**src/rtl/ddr4_cmd_issue_q.sv**
```systemverilog
// ---------------------------------------------------------------------------
// ddr4_cmd_issue_q
//
// DDR4 command issue stage. Decoded controller commands are buffered in an
// in-order FIFO and encoded onto registered DDR4 command/address pins
// following the JEDEC truth table. A pending refresh is injected ahead of
// the queue whenever the queue head is not held off by tCCD spacing.
// Idle pins carry DES.
//
// Optional feature: define DDR4_CA_PARITY_EN to add the PAR output (even
// parity over the command/address pins, registered with them, 0 on DES).
//
// Ports
//   CK_t            clock, all logic on the rising edge
//   reset           synchronous, active-high
//   in_valid/ready  command push handshake (in_ready = FIFO not full)
//   in_cmd          command code (0 NOP .. 11 ZQCL, 12-15 issued as NOP)
//   in_rank, in_bg, in_ba, in_row, in_col, in_bc_n   command fields
//   tccd            CAS-to-CAS spacing in cycles (values below 4 act as 4)
//   ref_req         refresh request pulse, ref_rank = refresh target
//   ref_ack         one-cycle pulse while the injected REF is on the pins
//   cs_n .. A9_A0   registered DDR4 command/address pins
//   issued_valid    pins carry a non-DES command this cycle
//   issued_cmd      code currently on the pins
//   count           FIFO occupancy
//   PAR             C/A parity (only with DDR4_CA_PARITY_EN)
// ---------------------------------------------------------------------------
module ddr4_cmd_issue_q #(
    parameter int DEPTH     = 8,
    parameter int NUM_RANKS = 1,
    parameter int ROW_W     = 14,
    parameter int COL_W     = 10,
    parameter int BG_W      = 2,
    parameter int BA_W      = 2,
    localparam int RANK_W   = (NUM_RANKS > 1) ? $clog2(NUM_RANKS) : 1,
    localparam int PTR_W    = $clog2(DEPTH),
    localparam int CNT_W    = PTR_W + 1
) (
    input  logic                 CK_t,
    input  logic                 reset,
    input  logic                 in_valid,
    output logic                 in_ready,
    input  logic [3:0]           in_cmd,
    input  logic [RANK_W-1:0]    in_rank,
    input  logic [BG_W-1:0]      in_bg,
    input  logic [BA_W-1:0]      in_ba,
    input  logic [ROW_W-1:0]     in_row,
    input  logic [COL_W-1:0]     in_col,
    input  logic                 in_bc_n,
    input  logic [3:0]           tccd,
    input  logic                 ref_req,
    input  logic [RANK_W-1:0]    ref_rank,
    output logic                 ref_ack,
    output logic [NUM_RANKS-1:0] cs_n,
    output logic                 act_n,
    output logic                 RAS_n_A16,
    output logic                 CAS_n_A15,
    output logic                 WE_n_A14,
    output logic                 A17,
    output logic                 A13,
    output logic                 A12_BC_n,
    output logic                 A11,
    output logic                 A10_AP,
    output logic [BG_W-1:0]      bg_addr,
    output logic [BA_W-1:0]      ba_addr,
    output logic [9:0]           A9_A0,
    output logic                 issued_valid,
    output logic [3:0]           issued_cmd,
    output logic [CNT_W-1:0]     count
`ifdef DDR4_CA_PARITY_EN
    ,
    output logic                 PAR
`endif
);

    localparam logic [3:0] CMD_NOP  = 4'd0;
    localparam logic [3:0] CMD_DES  = 4'd1;
    localparam logic [3:0] CMD_ACT  = 4'd2;
    localparam logic [3:0] CMD_RD   = 4'd3;
    localparam logic [3:0] CMD_WR   = 4'd4;
    localparam logic [3:0] CMD_RDA  = 4'd5;
    localparam logic [3:0] CMD_WRA  = 4'd6;
    localparam logic [3:0] CMD_PRE  = 4'd7;
    localparam logic [3:0] CMD_PREA = 4'd8;
    localparam logic [3:0] CMD_REF  = 4'd9;
    localparam logic [3:0] CMD_MRS  = 4'd10;
    localparam logic [3:0] CMD_ZQCL = 4'd11;

    typedef struct packed {
        logic [3:0]        cmd;
        logic [RANK_W-1:0] rank;
        logic [BG_W-1:0]   bg;
        logic [BA_W-1:0]   ba;
        logic [ROW_W-1:0]  row;
        logic [COL_W-1:0]  col;
        logic              bc_n;
    } entry_t;

    typedef struct packed {
        logic [NUM_RANKS-1:0] cs_n;
        logic                 act_n;
        logic                 ras;
        logic                 cas;
        logic                 we;
        logic                 a17;
        logic                 a13;
        logic                 a12;
        logic                 a11;
        logic                 a10;
        logic [BG_W-1:0]      bg;
        logic [BA_W-1:0]      ba;
        logic [9:0]           a9_0;
        logic                 valid;
        logic [3:0]           cmd;
    } pins_t;

    // Deselect: every pin high, nothing issued.
    function automatic pins_t des_pins();
        pins_t p;
        p       = '1;
        p.valid = 1'b0;
        p.cmd   = CMD_DES;
        return p;
    endfunction

    function automatic logic [NUM_RANKS-1:0] rank_cs(input logic [RANK_W-1:0] r);
        logic [NUM_RANKS-1:0] cs;
        cs = '1;
        for (int i = 0; i < NUM_RANKS; i++) begin
            cs[i] = (r != RANK_W'(i));
        end
        return cs;
    endfunction

    // ------------------------------------------------------------------
    // State
    // ------------------------------------------------------------------
    entry_t            mem_q [DEPTH];
    logic [PTR_W-1:0]  wr_ptr_q, wr_ptr_d;
    logic [PTR_W-1:0]  rd_ptr_q, rd_ptr_d;
    logic [CNT_W-1:0]  count_q, count_d;
    logic [3:0]        tccd_cnt_q, tccd_cnt_d;
    logic              ref_pend_q, ref_pend_d;
    logic [RANK_W-1:0] ref_rank_q, ref_rank_d;
    logic              ref_ack_q, ref_ack_d;
    pins_t             pins_q, pins_d;
`ifdef DDR4_CA_PARITY_EN
    logic              par_q, par_d;
`endif

    entry_t     in_entry;
    entry_t     head;
    logic       empty, full, push, pop;
    logic       head_is_cas, head_blocked, issue_ref;
    logic [3:0] tccd_eff;
    logic [17:0] row_ox;
    logic [9:0]  col_ext;
    logic        mrs_a17;

    assign in_entry = '{cmd: in_cmd, rank: in_rank, bg: in_bg, ba: in_ba,
                        row: in_row, col: in_col, bc_n: in_bc_n};
    assign head     = mem_q[rd_ptr_q];
    assign empty    = (count_q == '0);
    assign full     = (count_q == CNT_W'(DEPTH));
    // A full FIFO refuses the push even when a pop frees a slot this cycle.
    assign push     = in_valid && !full;

    assign head_is_cas  = !empty && (head.cmd inside {CMD_RD, CMD_WR, CMD_RDA, CMD_WRA});
    assign head_blocked = head_is_cas && (tccd_cnt_q != 4'd0);
    // Refresh outranks the queue, but never jumps past a head that is only
    // waiting for tCCD; that keeps REF adjacent to the CAS it delays.
    assign issue_ref    = ref_pend_q && !head_blocked;
    assign pop          = !issue_ref && !empty && !head_blocked;
    assign tccd_eff     = (tccd < 4'd4) ? 4'd4 : tccd;

    // ------------------------------------------------------------------
    // Next-state logic
    // ------------------------------------------------------------------
    always_comb begin
        // NOTE: every signal driven here gets a default first, so no path
        // can leave it unassigned and infer a latch.
        wr_ptr_d   = wr_ptr_q + PTR_W'(push);
        rd_ptr_d   = rd_ptr_q + PTR_W'(pop);
        count_d    = count_q + CNT_W'(push) - CNT_W'(pop);
        ref_ack_d  = issue_ref;
        // A request arriving while one is pending merges into it; the most
        // recent target rank is kept.
        ref_pend_d = ref_req || (ref_pend_q && !issue_ref);
        ref_rank_d = ref_req ? ref_rank : ref_rank_q;

        // Loading tccd-1 makes the next CAS eligible exactly tccd cycles on.
        if (pop && head_is_cas) begin
            tccd_cnt_d = tccd_eff - 4'd1;
        end else if (tccd_cnt_q != 4'd0) begin
            tccd_cnt_d = tccd_cnt_q - 4'd1;
        end else begin
            tccd_cnt_d = tccd_cnt_q;
        end
    end

    // Row padded with ones above ROW_W (ACT drives absent high bits as 1);
    // MRS opcodes are zero-extended instead, which only affects A17.
    always_comb begin
        row_ox                 = '1;
        row_ox[ROW_W-1:0]      = head.row;
        col_ext                = '0;
        col_ext[COL_W-1:0]     = head.col;
        mrs_a17                = (ROW_W > 17) ? row_ox[17] : 1'b0;
    end

    always_comb begin
        pins_d = des_pins();
        if (issue_ref) begin
            pins_d.cs_n  = rank_cs(ref_rank_q);
            pins_d.valid = 1'b1;
            pins_d.cmd   = CMD_REF;
            pins_d.ras   = 1'b0;
            pins_d.cas   = 1'b0;
        end else if (pop) begin
            pins_d.cs_n  = rank_cs(head.rank);
            pins_d.valid = 1'b1;
            pins_d.cmd   = head.cmd;
            case (head.cmd)
                CMD_NOP: ;
                CMD_DES: pins_d = des_pins();
                CMD_ACT: begin
                    pins_d.act_n = 1'b0;
                    pins_d.ras   = row_ox[16];
                    pins_d.cas   = row_ox[15];
                    pins_d.we    = row_ox[14];
                    pins_d.a17   = row_ox[17];
                    {pins_d.a13, pins_d.a12, pins_d.a11, pins_d.a10, pins_d.a9_0} = row_ox[13:0];
                    pins_d.bg    = head.bg;
                    pins_d.ba    = head.ba;
                end
                CMD_RD, CMD_WR, CMD_RDA, CMD_WRA: begin
                    pins_d.cas   = 1'b0;
                    pins_d.we    = !(head.cmd == CMD_WR || head.cmd == CMD_WRA);
                    pins_d.a12   = head.bc_n;
                    pins_d.a10   = (head.cmd == CMD_RDA || head.cmd == CMD_WRA);
                    pins_d.a9_0  = col_ext;
                    pins_d.bg    = head.bg;
                    pins_d.ba    = head.ba;
                end
                CMD_PRE: begin
                    pins_d.ras   = 1'b0;
                    pins_d.we    = 1'b0;
                    pins_d.a10   = 1'b0;
                    pins_d.bg    = head.bg;
                    pins_d.ba    = head.ba;
                end
                CMD_PREA: begin
                    pins_d.ras   = 1'b0;
                    pins_d.we    = 1'b0;
                    pins_d.a10   = 1'b1;
                end
                CMD_REF: begin
                    pins_d.ras   = 1'b0;
                    pins_d.cas   = 1'b0;
                end
                CMD_MRS: begin
                    pins_d.ras   = 1'b0;
                    pins_d.cas   = 1'b0;
                    pins_d.we    = 1'b0;
                    pins_d.bg    = head.bg;
                    pins_d.ba    = head.ba;
                    pins_d.a17   = mrs_a17;
                    {pins_d.a13, pins_d.a12, pins_d.a11, pins_d.a10, pins_d.a9_0} = row_ox[13:0];
                end
                CMD_ZQCL: begin
                    pins_d.we    = 1'b0;
                    pins_d.a10   = 1'b1;
                end
                // Illegal codes leave the queue as a plain NOP.
                default: pins_d.cmd = CMD_NOP;
            endcase
        end
    end

`ifdef DDR4_CA_PARITY_EN
    always_comb begin
        par_d = pins_d.valid ? ^{pins_d.act_n, pins_d.ras, pins_d.cas, pins_d.we,
                                 pins_d.bg, pins_d.ba, pins_d.a17, pins_d.a13,
                                 pins_d.a12, pins_d.a11, pins_d.a10, pins_d.a9_0}
                             : 1'b0;
    end
`endif

    // ------------------------------------------------------------------
    // Registers
    // ------------------------------------------------------------------
    // NOTE: sequential state uses non-blocking assignments so every flop
    // samples the pre-edge values regardless of statement order.
    always_ff @(posedge CK_t) begin
        if (reset) begin
            wr_ptr_q   <= '0;
            rd_ptr_q   <= '0;
            count_q    <= '0;
            tccd_cnt_q <= 4'd0;
            ref_pend_q <= 1'b0;
            ref_rank_q <= '0;
            ref_ack_q  <= 1'b0;
            pins_q     <= des_pins();
        end else begin
            wr_ptr_q   <= wr_ptr_d;
            rd_ptr_q   <= rd_ptr_d;
            count_q    <= count_d;
            tccd_cnt_q <= tccd_cnt_d;
            ref_pend_q <= ref_pend_d;
            ref_rank_q <= ref_rank_d;
            ref_ack_q  <= ref_ack_d;
            pins_q     <= pins_d;
        end
    end

`ifdef DDR4_CA_PARITY_EN
    always_ff @(posedge CK_t) begin
        if (reset) par_q <= 1'b0;
        else       par_q <= par_d;
    end
    assign PAR = par_q;
`endif

    // NOTE: the storage array has no reset; occupancy and pointers decide
    // which entries are live, so stale contents are never observed.
    always_ff @(posedge CK_t) begin
        if (push) mem_q[wr_ptr_q] <= in_entry;
    end

    // ------------------------------------------------------------------
    // Outputs
    // ------------------------------------------------------------------
    assign in_ready     = !full;
    assign count        = count_q;
    assign ref_ack      = ref_ack_q;
    assign cs_n         = pins_q.cs_n;
    assign act_n        = pins_q.act_n;
    assign RAS_n_A16    = pins_q.ras;
    assign CAS_n_A15    = pins_q.cas;
    assign WE_n_A14     = pins_q.we;
    assign A17          = pins_q.a17;
    assign A13          = pins_q.a13;
    assign A12_BC_n     = pins_q.a12;
    assign A11          = pins_q.a11;
    assign A10_AP       = pins_q.a10;
    assign bg_addr      = pins_q.bg;
    assign ba_addr      = pins_q.ba;
    assign A9_A0        = pins_q.a9_0;
    assign issued_valid = pins_q.valid;
    assign issued_cmd   = pins_q.cmd;

endmodule

```
**config.mk**
```make
export PLATFORM = sky130hd
export DESIGN_NAME = ddr4_cmd_issue_q
export DESIGN_NICKNAME = d
export VERILOG_FILES = /design/src/rtl/ddr4_cmd_issue_q.sv
export SDC_FILE = /design/constraint.sdc
export NUM_CORES = 1
export LEC_CHECK = 0
export CAP_MARGIN = 20
export CORE_UTILIZATION = 63
export CTS_BUF_LIST = sky130_fd_sc_hd__clkbuf_8 sky130_fd_sc_hd__clkbuf_16
export DETAILED_ROUTE_END_ITERATION = 16
export GPL_ROUTABILITY_DRIVEN = 0
export PLACE_DENSITY = 0.84
export SYNTH_ARGS = -nofsm -noshare
export SYNTH_HDL_FRONTEND = slang
export SYNTH_SLANG_ARGS = --single-unit
```
**constraint.sdc**
```tcl
create_clock -name CK_t -period 6.5 [get_ports CK_t]
set_clock_uncertainty 0.05 [all_clocks]
set_input_delay 1.3 -clock CK_t [delete_from_list [all_inputs] [get_ports CK_t]]
set_output_delay 1.3 -clock CK_t [all_outputs]
set_load 0.05 [all_outputs]
```
## Yosys cells after proc, flatten, opt, wreduce, memory -nomap -nowiden

Memories as Yosys holds them, arrays and structs flattened. A register that Yosys moved wholly into a read port is not among the register bits.
Index checks and enable logic that the tools add are counted.

| storage, ports and cells | value |
|---|---|
| register bits | 46 |
| bits in writable memories | 272 |
| logic and storage cells | 100 |
| memories | 1 |

| cells by class | value |
|---|---|
| add/subtract/negate cells | 6 |
| magnitude comparators | 1 |
| equality and inequality tests | 12 |
| muxes and demuxes | 23 |
| bitwise gates (word level) | 3 |
| reductions and logical operators | 31 |

Memories:

| name | depth | bits a word | read ports | clocked after Yosys merged registers in | wr ports | RTL line | source |
|---|---|---|---|---|---|---|---|
| mem_q | 8 | 34 | 1 | 1 | 1 | 138 | `entry_t mem_q [DEPTH];` |

Operators with widths:

| cell | number |
|---|---|
| $mux W29 | 1 |
| $eq A4 B4 Y1 const B | 5 |
| $pmux W10 S2 | 1 |
| $reduce_or A4 Y1 | 5 |
| $eq A4 B3 Y1 const B | 4 |
| $mux W4 | 4 |
| $reduce_or A11 Y1 | 1 |
| $mux W1 | 9 |
| $eq A4 B2 Y1 const B | 2 |
| $logic_and A1 B1 Y1 | 8 |
| $logic_not A4 Y1 | 2 |
| $pmux W4 S2 | 1 |
| $reduce_bool A4 Y1 | 2 |
| $sub A4 B1 Y4 const B | 2 |
| $reduce_or A7 Y1 | 1 |
| $add A3 B1 Y3 | 2 |
| $reduce_or A6 Y1 | 1 |
| $logic_not A1 Y1 | 5 |
| $mux W5 | 1 |
| $add A4 B1 Y4 | 1 |
| $eq A4 B1 Y1 const B | 1 |
| $lt A4 B3 Y1 const B | 1 |
| $pmux W1 S2 | 2 |
| $pmux W2 S2 | 1 |
| other kinds (9) | 13 |

## Depth between registers and ports, before layout

Gate-level depths: netlist of the first run.

| depth | value |
|---|---|
| depth after elaboration | 11 |
| mapped depth | 14 |

## Worst setup path after synthesis of the first run

No wires, ideal clock.

| timing path | value |
|---|---|
| kind | register to register |
| start point | register count_q[2], in the netlist count[2] |
| end point | memory mem_q[0][0] (netlist bit) (enable) |
| library setup time | 0.468 ns |
| arrival | 4.154 ns |
| path slack | 1.829 ns |
| stages on the path, launching flop included | 7 |
| buffers on the path | 0 |
| period minus slack after synthesis | 4.671 ns |
| path through | dfxtp_1 -> inv_1 -> ha_1 -> nand2_1 -> nand2_1 -> or2_2 -> nor3_1 |

| between the ends | value |
|---|---|
| word-level cells in the longest chain between the ends | 5 |

RTL lines:

| element | RTL line | source |
|---|---|---|
| start: declaration | 141 | `logic [CNT_W-1:0] count_q, count_d;` |
| start signal: assignment | 307 | `count_q <= count_d;` |
| $eq A4 B4 Y1 | 164 | `assign full = (count_q == CNT_W'(DEPTH));` |
| $logic_not A1 Y1 | -- |  |
| named net in_ready | 42 | `output logic in_ready,` |
| $logic_and A1 B1 Y1 | 166 | `assign push = in_valid && !full;` |
| $mux W1 | 327 | `if (push) mem_q[wr_ptr_q] <= in_entry;` |
| $mux W1 (implied by the code) | 327 |  |
| end: declaration | 138 |  |

The timed path passes the listed nets, and every way through them passes these cells.

==> results of run 1 <==
[routing by layer]
| layer | GRT usage, % | up-vias |
|---|---|---|
| met5 | 0 | - |
| met4 | 10.3 | 0 |
| met3 | 4.14 | 59 |
| met2 | 45.6 | 321 |
| met1 | 34.4 | 3336 |
| li1 | - | 2889 |
[sequential cells by signal (all words and copies together) (netlist names), 2 cells and up]
name / flops
A9_A0: 10
wr_ptr_q: 3
mem_q: 272
tccd_cnt_q: 4
issued_cmd: 4
ba_addr: 2
count: 4
bg_addr: 2
rd_ptr_q: 3
[Yosys cell counts (all sizes together)]
library cell    n
or4             2
a21o            2
fa              1
nor2           22
a211oi          2
o21bai          1
o22ai          23
clkbuf         23
o221ai         23
a21oi          12
nor2b           8
mux2i         103
nand2          16
and2            1
or3b            1
a2111oi         1
nor4            1
buf            12
ha             11
nor3b           1
inv             8
or3             1
mux2            2
xnor2           5
nand2b          5
dfxtp          46
and3            1
a2bb2oi         1
edfxtp        272
a41o            1
or2             2
mux4           24
o21a            1
a22oi          11
o21ai          27
nor3            5
[where the power goes]
part	total, mW	switching [mW]	internal [mW]
clock network	1.73	0.723	1.01
logic	1.64	1.02	0.623
registers	2.50	0.105	2.40
[cell usage in the layout (no fill, tap or decap), types with 2 or more instances in the layout]
cell / n
mux2i_4: 3
nor3_2: 3
o21ai_0: 12
inv_1: 14
mux4_2: 24
edfxtp_1: 272
dfxtp_1: 44
nor2_4: 6
nand2b_1: 5
nand2_1: 15
ha_1: 11
o22ai_1: 23
nor2_1: 15
o221ai_1: 23
buf_4: 8
clkbuf_16: 32
o21ai_1: 15
or4_1: 2
a22oi_1: 11
nor3_1: 2
clkdlybuf4s50_1: 77
xnor2_1: 5
mux2i_1: 100
buf_12: 2
buf_16: 4
a21oi_1: 12
clkinv_2: 6
a21o_1: 2
clkbuf_8: 7
nor2b_1: 8
[worst min path at each step]
stage,startpoint,endpoint,depth (start not counted)
floorplan,tccd_cnt_q[0]$_SDFFE_PP0P_,tccd_cnt_q[0]$_SDFFE_PP0P_,1
global placement,tccd_cnt_q[0]$_SDFFE_PP0P_,tccd_cnt_q[0]$_SDFFE_PP0P_,1
detailed placement,tccd_cnt_q[0]$_SDFFE_PP0P_,tccd_cnt_q[0]$_SDFFE_PP0P_,1
CTS,ref_rank_q$_SDFFE_PP0P_,cs_n$_SDFF_PP1_,1
global route,ref_rank_q$_SDFFE_PP0P_,cs_n$_SDFF_PP1_,1
finish,ref_rank_q$_SDFFE_PP0P_,cs_n$_SDFF_PP1_,1
[area by class of cell]
class                           instances  area [sq um]
Clock buffer                           39           897
Tap cell                              260           325
Clock inverter                         17           108
Multi-Input combinational cell        317          2920
Inverter                                8          30.0
Sequential cell                       318          9090
Fill cell                             972          4480
Timing Repair Buffer                   91           981
[logic make-up (layout without fill, tap and decap cells)]
family | Yosys count | in the layout | share of synthesized area (%)
flops | 318 | 318 | 74.7
mux | 129 | 129 | 13.4
compound gates | 105 | 105 | 5.76
simple gates | 66 | 66 | 2.69
buf+inv | 43 | 155 | 1.74
fa+ha+maj | 12 | 12 | 1.30
xor+xnor | 5 | 5 | 0.360
[worst reg2reg max path, delay by kind of cell (launching register included)]
family,cells,cell delay (ns)
DFF,1,1.04
and+or+nand+nor,2,0.81
AOI/OAI and AO/OA,2,0.50
muxes,3,1.34
==> impl_metrics.json, run 1 <==
{
  "synth_area_sq_mm": 0.0122,
  "critPathTopFamily": "multiplexers",
  "wl_per_cell_um": 24.4,
  "grt_overflow": 0,
  "max_freq_ghz": 0.257,
  "crit_buf_inv": 0,
  "io_buffer_count": 77,
  "place_hpwl_um": 14000,
  "clk_pin_slew_ns": 0.07,
  "preCtsSetupSlack_ns": 2.69,
  "drt-initial-drc-count": 735,
  "required_ns": 6.83,
  "cts_root_buf": "clkbuf_16",
  "cp.depth": 7,
  "drc_errors": 0,
  "leakage_nw": 4.68,
  "post_cts_buffers": 0,
  "route.met3.wl_um": 2000,
  "antenna_found_initial": 0,
  "grt_max_degree": 57,
  "final_nets": 821,
  "worst-endpoint-arrival_ns": 4.22,
  "seq_area_frac_synth_pct": 74.7,
  "ys_types": 47,
  "setup_viol": 0,
  "cp_max_fo": 50,
  "wl_met1_um": 9640,
  "dieArea_sq_mm": 0.0199,
  "die_w_um": 141,
  "numCtsBuffers": 30,
  "yosysWarnings": 0,
  "maxSlewViolCount": 0,
  "yosysTopAreaCell": "edfxtp_1",
  "fin_ws_ns": 2.60,
  "stdcell_area_sq_mm": 0.0144,
  "r2r_start": "rd_ptr_q[2]$_SDFF_PP0_",
  "status": "finished, final reports clean",
  "final.min_clock_period_ns": 3.90,
  "synthTopCellsByArea": "edfxtp_1 67%, mux2i_1 8.2%, dfxtp_1 7.6%",
  "crit_path_max_incr_delay_ns": 1.04,
  "synth_top_area_share_pct": 67.1,
  "p_per_area_mw_per_mm2": 409,
  "rsz0062_at_grt": "false",
  "hold_viol": 0,
  "place_area_sq_mm": 0.0133,
  "syn2layout_area_growth_pct": 18.0,
  "cts_sinks": 318,
  "grt_pass1_wl_um": 38900,
  "die_h_um": 141,
  "crit_end": "A9_A0[8]$_SDFF_PP1_",
  "final_antenna_net_count": 0,
  "timing.setup.tns_ns": 0,
  "cts_hold_buf": 0,
  "postSynthAreaPerCell_sq_um": 17.9,
  "clockBufferDepth": 3,
  "core-area_sq_mm": 0.0188,
  "num_antenna_cells": 0,
  "rr_endpoint": "A9_A0[8]$_SDFF_PP1_",
  "crit_start": "rd_ptr_q[2]$_SDFF_PP0_",
  "h-tree-depth": 1,
  "clock_latency_ns": 0.55,
  "synth_cells": 678,
  "timing.reg2reg.setup_slack_ns": 2.60,
  "endpoint_kind": "flip-flop",
  "syn_nets": 733,
  "finish.utilization_pct": 76.2,
  "crit_chain": "mux4_2 -> mux2i_1 -> nor2_2 -> mux2_4 -> o21ai_1 -> and3_1 -> a22oi_1",
  "fin_hold_ws_ns": 0.453,
  "cpMaxStageDelayCell": "dfxtp_1",
  "ys_seq_elements": 318,
  "start_util_pct": 64.6,
  "critPathKind": "reg2reg",
  "r2r_cells": 7,
  "tightest_slew_ns": 1.09,
  "fp-row-count": 50,
  "fin_cells": 1050,
  "min-delay-path-class": "reg2reg",
  "drive_above_1_share_pct": 13.5,
  "io_pins": 78,
  "placed_cells": 992,
  "routed_wl_um": 25600,
  "vias": 6605,
  "peakVddDrop_v": 0.000272,
  "wl_met2_um": 13300,
  "top_layer_used": "met4",
  "max-cap-violations": 0,
  "p_total_mw": 5.87,
  "worst_setup_path_start_kind": "flip-flop",
  "grt_pass1_vias": 6865,
  "grt_use_total_pct": 26.5,
  "cts_tree": "built",
  "cts_resized": 0,
  "vias_per_cell": 6.29,
  "slew_headroom_pct": 27.2,
  "first_pass_iters": 5,
  "timing.final.crit_share_pct": 60.0
}
(Power assumes the default switching activity.)
==> run 2: changes to the inputs <==
Settings changed: CORE_UTILIZATION 63 to 53, PLACE_DENSITY 0.84 to 0.75.
Clock period 6.5 ns to 3.33 ns, I/O delays scaled along.
==> impl_metrics.json, run 2 (synthesis results as in run 1) <==
{
  "status": "finished with violations",
  "violations": "design-rule violations",
  "io_buffer_count": 77,
  "clk_pin_slew_ns": 0.06,
  "drt-initial-drc-count": 454,
  "grt_max_degree": 65,
  "leakage_nw": 4.69,
  "die_w_um": 154,
  "h-tree-depth": 1,
  "die_h_um": 154,
  "drc_errors": 2,
  "setup_viol": 0,
  "critPathKind": "reg2reg",
  "maxSlewViolCount": 0,
  "crit_chain": "mux4_2 -> mux2_2 -> nand2_2 -> mux2i_1 -> a21oi_1 -> ha_1 -> inv_1 -> ha_1 -> a21o_1 -> a21oi_1 -> xnor2_1 -> nor2_1",
  "crit_path_max_incr_delay_ns": 0.59,
  "combPwrFrac_pct": 28.2,
  "tightest_slew_ns": 1.10,
  "cts_root_buf": "clkbuf_16",
  "max-cap-violations": 0,
  "layout_commonest_cell": "edfxtp_1",
  "num_antenna_cells": 0,
  "rsz0062_at_grt": "false",
  "peakVddDrop_v": 0.000395,
  "first_pass_iters": 11,
  "start_util_pct": 53.9,
  "io_pins": 78,
  "seqPwrFrac_pct": 43.1,
  "grt_pass1_wl_um": 36500,
  "post_cts_buffers": 0,
  "grt_use_total_pct": 20.2,
  "cp_max_fo": 15,
  "cts_tree": "built",
  "final_cell_mix": "272 x edfxtp_1, 100 x mux2i_1, 77 x clkdlybuf4s50_1",
  "vias_per_cell": 5.86,
  "switchingPower_mw": 3.48,
  "required_ns": 3.72,
  "regMostFlops": "mem_q",
  "place_hpwl_um": 13400,
  "p_sw_share_pct": 30.9,
  "final_antenna_net_count": 0,
  "fin_ws_ns": 0.233,
  "syn2layout_area_growth_pct": 18.1,
  "slew_headroom_pct": 26.4,
  "preCtsSetupSlack_ns": 0.228,
  "multi_input_area_sq_mm": 0.00293,
  "final_nets": 834,
  "largest_register_ffs": 272,
  "cts_hold_buf": 0,
  "vias": 6381,
  "final.min_clock_period_ns": 3.10,
  "clockBufferDepth": 3,
  "clock_latency_ns": 0.55,
  "regArea_sq_mm": 0.00909,
  "fp-row-count": 55,
  "dieArea_sq_mm": 0.0236,
  "worst-endpoint-arrival_ns": 3.49,
  "p_total_mw": 11.2,
  "worst_setup_path_start_kind": "flip-flop",
  "n_fill_cell": 1569,
  "cpMaxStageDelayCell": "mux4_2",
  "max_freq_ghz": 0.323,
  "drive_above_1_share_pct": 13.8,
  "timing.final.crit_share_pct": 93.0,
  "grt_pass1_vias": 6593,
  "cts_sinks": 318,
  "min-delay-path-class": "reg2reg",
  "power.internal_mw": 7.77,
  "core-area_sq_mm": 0.0226,
  "wl_per_cell_um": 21.5,
  "p_per_area_mw_per_mm2": 783,
  "cts_resized": 0,
  "antenna_found_initial": 0,
  "grt_overflow": 0,
  "endpoint_kind": "flip-flop",
  "numCtsBuffers": 31,
  "routed_wl_um": 23400,
  "hold_viol": 0,
  "pwr-share-clk_pct": 28.7
}
==> run 2: final timing paths <==
check / endpoint / depth (start not counted) / start / slack [ns]
max reg2reg: count[3]$_SDFF_PP0_ / 12 / rd_ptr_q[0]$_SDFF_PP0_ / 0.23
max: count[3]$_SDFF_PP0_ / 12 / rd_ptr_q[0]$_SDFF_PP0_ / 0.23
min reg2reg: cs_n$_SDFF_PP1_ / 1 / ref_rank_q$_SDFFE_PP0P_ / 0.44
min: cs_n$_SDFF_PP1_ / 1 / ref_rank_q$_SDFFE_PP0P_ / 0.44
==> run 2: final cells by class <==
| cell class | instances | area share, % |
|---|---|---|
| Multi-Input combinational cell | 317 | 20.4 |
| Inverter | 8 | 0.209 |
| Sequential cell | 318 | 63.3 |
| Tap cell | 285 | 2.48 |
| Clock inverter | 26 | 1.18 |
| Clock buffer | 31 | 5.40 |
| Timing Repair Buffer | 103 | 6.99 |
==> run 2: through the flow <==
| step | cell area [sq um] | hold slack (ns) | TNS (ns) | util [%] | cells |
|---|---|---|---|---|---|
| finish | 14400 | 0.443 | 0 | 63.6 | 1088 |
| global route | 14400 | 0.459 | 0 | 63.6 | 1088 |
| CTS | 14400 | 0.445 | 0 | 63.6 | 1088 |
| detailed placement | 13400 | 0.434 | 0 | 59.4 | 1031 |
| global placement | 13400 | 0.422 | 0 | 59.4 | 1031 |
| floorplan | 12200 | 0.401 | -39.06 | - | 678 |
==> run 2: metal layers <==
layer / global-route usage, % / share of wire [%] / vias up
met2: 34.8 / 50 / 198
met1: 27.0 / 42 / 3235
li1: - / - / 2906
met3: 2.76 / 5.4 / 42
met4: 5.86 / 1.9 / 0
met5: 0 / 0 / -
==> run 2: critical path: cells and delay by family, from the launching register on <==
family	cells	cell delay, ns
flip-flops	1	0.52
multiplexers	3	1.01
AO/OA/AOI/OAI	3	0.59
XOR/XNOR	1	0.15
adder cells (fa/ha/maj)	2	0.46
buffers and inverters	1	0.06
AND/OR/NAND/NOR	2	0.15
==> run 2: power groups by stage <==
stage	clock network (mW)	logic (mW)	registers, mW
after floorplan	0	1.99	5.25
after global placement	0	3.08	4.91
after detailed placement	0	3.17	4.93
after CTS	3.28	3.19	4.85
after global routing	3.42	3.40	4.88
final	3.23	3.18	4.84
==> run 3: changes to the inputs <==
--- a/config.mk
+++ b/config.mk
@@ -9,3 +9,2 @@
 export CORE_UTILIZATION = 53
-export CTS_BUF_LIST = sky130_fd_sc_hd__clkbuf_8 sky130_fd_sc_hd__clkbuf_16
 export DETAILED_ROUTE_END_ITERATION = 16
@@ -13,2 +12,3 @@
 export PLACE_DENSITY = 0.75
+export SETUP_SLACK_MARGIN = 0.5
 export SYNTH_ARGS = -nofsm -noshare
--- a/constraint.sdc
+++ b/constraint.sdc
@@ -4,2 +4,2 @@
 set_output_delay 0.666 -clock CK_t [all_outputs]
-set_load 0.05 [all_outputs]
+set_load 0.005 [all_outputs]
==> impl_metrics.json, run 3 (synthesis results as in run 1) <==
{
  "peakVddDrop_v": 0.000396,
  "vias_per_cell": 5.89,
  "cts_hold_buf": 0,
  "crit_top_cell": "mux2i_4",
  "worst_setup_path_start_kind": "flip-flop",
  "final.min_clock_period_ns": 2.91,
  "grt_overflow": 0,
  "min-delay-path-class": "reg2reg",
  "hold_viol": 0,
  "clockBufferDepth": 3,
  "dieArea_sq_mm": 0.0236,
  "io_pins": 78,
  "maxSlewViolCount": 0,
  "layout_commonest_cell": "edfxtp_1",
  "finish.utilization_pct": 64.8,
  "clk_pin_slew_ns": 0.06,
  "grt_pass1_vias": 6605,
  "worst-endpoint-arrival_ns": 3.34,
  "fin_cells": 1090,
  "timing.final.crit_share_pct": 87.4,
  "regMostFlops": "mem_q",
  "fin_ws_ns": 0.418,
  "tightest_slew_ns": 0.744,
  "cts_sinks": 318,
  "final_nets": 836,
  "io_buffer_count": 77,
  "leakage_nw": 4.74,
  "final_cell_mix": "272 x edfxtp_1, 98 x mux2i_1, 77 x clkdlybuf4s50_1",
  "crit_chain": "buf_12 -> mux4_2 -> mux2i_4 -> nand2_2 -> mux2i_4 -> a21oi_2 -> ha_1 -> inv_2 -> ha_4 -> fa_2 -> nor2b_1",
  "status": "finished, final reports clean",
  "drive_above_1_share_pct": 16.1,
  "clock_latency_ns": 0.55,
  "max_freq_ghz": 0.343,
  "syn2layout_area_growth_pct": 20.2,
  "start_util_pct": 53.9,
  "numCtsBuffers": 30,
  "placed_cells": 1026,
  "max-cap-violations": 0,
  "rsz0062_at_grt": "true",
  "drt-initial-drc-count": 519,
  "crit_path_max_incr_delay_ns": 0.53,
  "vias": 6421,
  "first_pass_iters": 11,
  "cts_tree": "built",
  "preCtsSetupSlack_ns": 0.258,
  "routed_wl_um": 24200,
  "required_ns": 3.76,
  "die_h_um": 154,
  "endpoint_kind": "flip-flop",
  "timing.setup.tns_ns": 0,
  "slew_headroom_pct": 50.4,
  "critPathKind": "reg2reg",
  "cpMaxStageDelayCell": "mux4_2",
  "fp-row-count": 55,
  "grt_pass1_wl_um": 37500,
  "num_antenna_cells": 0,
  "drc_errors": 0,
  "largest_register_ffs": 272,
  "core-area_sq_mm": 0.0226,
  "cp_max_fo": 5,
  "die_w_um": 154,
  "antenna_found_initial": 0,
  "p_per_area_mw_per_mm2": 769,
  "grt_use_total_pct": 20.8,
  "grt_max_degree": 62,
  "final_antenna_net_count": 0,
  "cts_root_buf": "clkbuf_16",
  "place_hpwl_um": 13400,
  "h-tree-depth": 1,
  "setup_viol": 0,
  "wl_per_cell_um": 22.2
}
## run 3: cell count changes in the layout (fill, tap and decap cells not counted), moves of 4 or more
cell      change
inv_1        -13
clkbuf_1     +10
buf_12        +7
buf_4         -7
clkbuf_8      +6
clkinv_1      -4
## run 3: critical path, delay by kind of cell, from the launching register on
kind	cells	cell delay, ns
compound gates	1	0.09
buf+inv	2	0.16
simple gates	2	0.24
mux	3	0.97
fa+ha+maj	3	0.94
flops	1	0.38
## run 3: power by group
group / internal, mW / switching [mW]
clock network: 1.99 / 1.37
registers: 4.68 / 0.144
logic: 1.42 / 1.64
## run 3: worst paths after layout
check | cells past startpoint | to | slack, ns | startpoint
worst max-delay path | 11 | count[1]$_SDFF_PP0_ | 0.42 | rd_ptr_q[0]$_SDFF_PP0_
worst min-delay path | 1 | cs_n$_SDFF_PP1_ | 0.45 | ref_rank_q$_SDFFE_PP0P_
worst max register to register | 11 | count[1]$_SDFF_PP0_ | 0.42 | rd_ptr_q[0]$_SDFF_PP0_
worst min register to register | 1 | cs_n$_SDFF_PP1_ | 0.45 | ref_rank_q$_SDFFE_PP0P_
## run 3: cell type report
class	instances	area [sq um]
clock buffer	47	896
timing repair buffer	106	1140
sequential	318	9090
inverter	8	30.0
clock inverter	9	92.6
tap	285	357
fill	1505	7950
multi-input combinational	317	3010
## run 3: metrics by stage
stage	hold WS (ns)	area [sq um]	power, mW
floorplan	0.401	12200	6.87
global placement	0.423	13500	7.58
detailed placement	0.440	13500	7.73
global route	0.471	14600	11.7
CTS	0.451	14600	11.2
finish	0.452	14600	11.2
## run 3: layer usage
layer | part of all wire [%] | wire (um) | GRT usage, %
met5 | 0 | 0 | 0
met3 | 5.5 | 1320 | 3.30
met4 | 1.8 | 444 | 6.24
met2 | 51 | 12200 | 35.9
met1 | 42 | 10200 | 27.5
## run 3: timing repair
action                     in CTS  in global routing
buffers inserted                8                  0
pin swaps                       6                  8
cloned                          0                  0
resized for setup              11                 10
setup endpoints to repair      12                 16
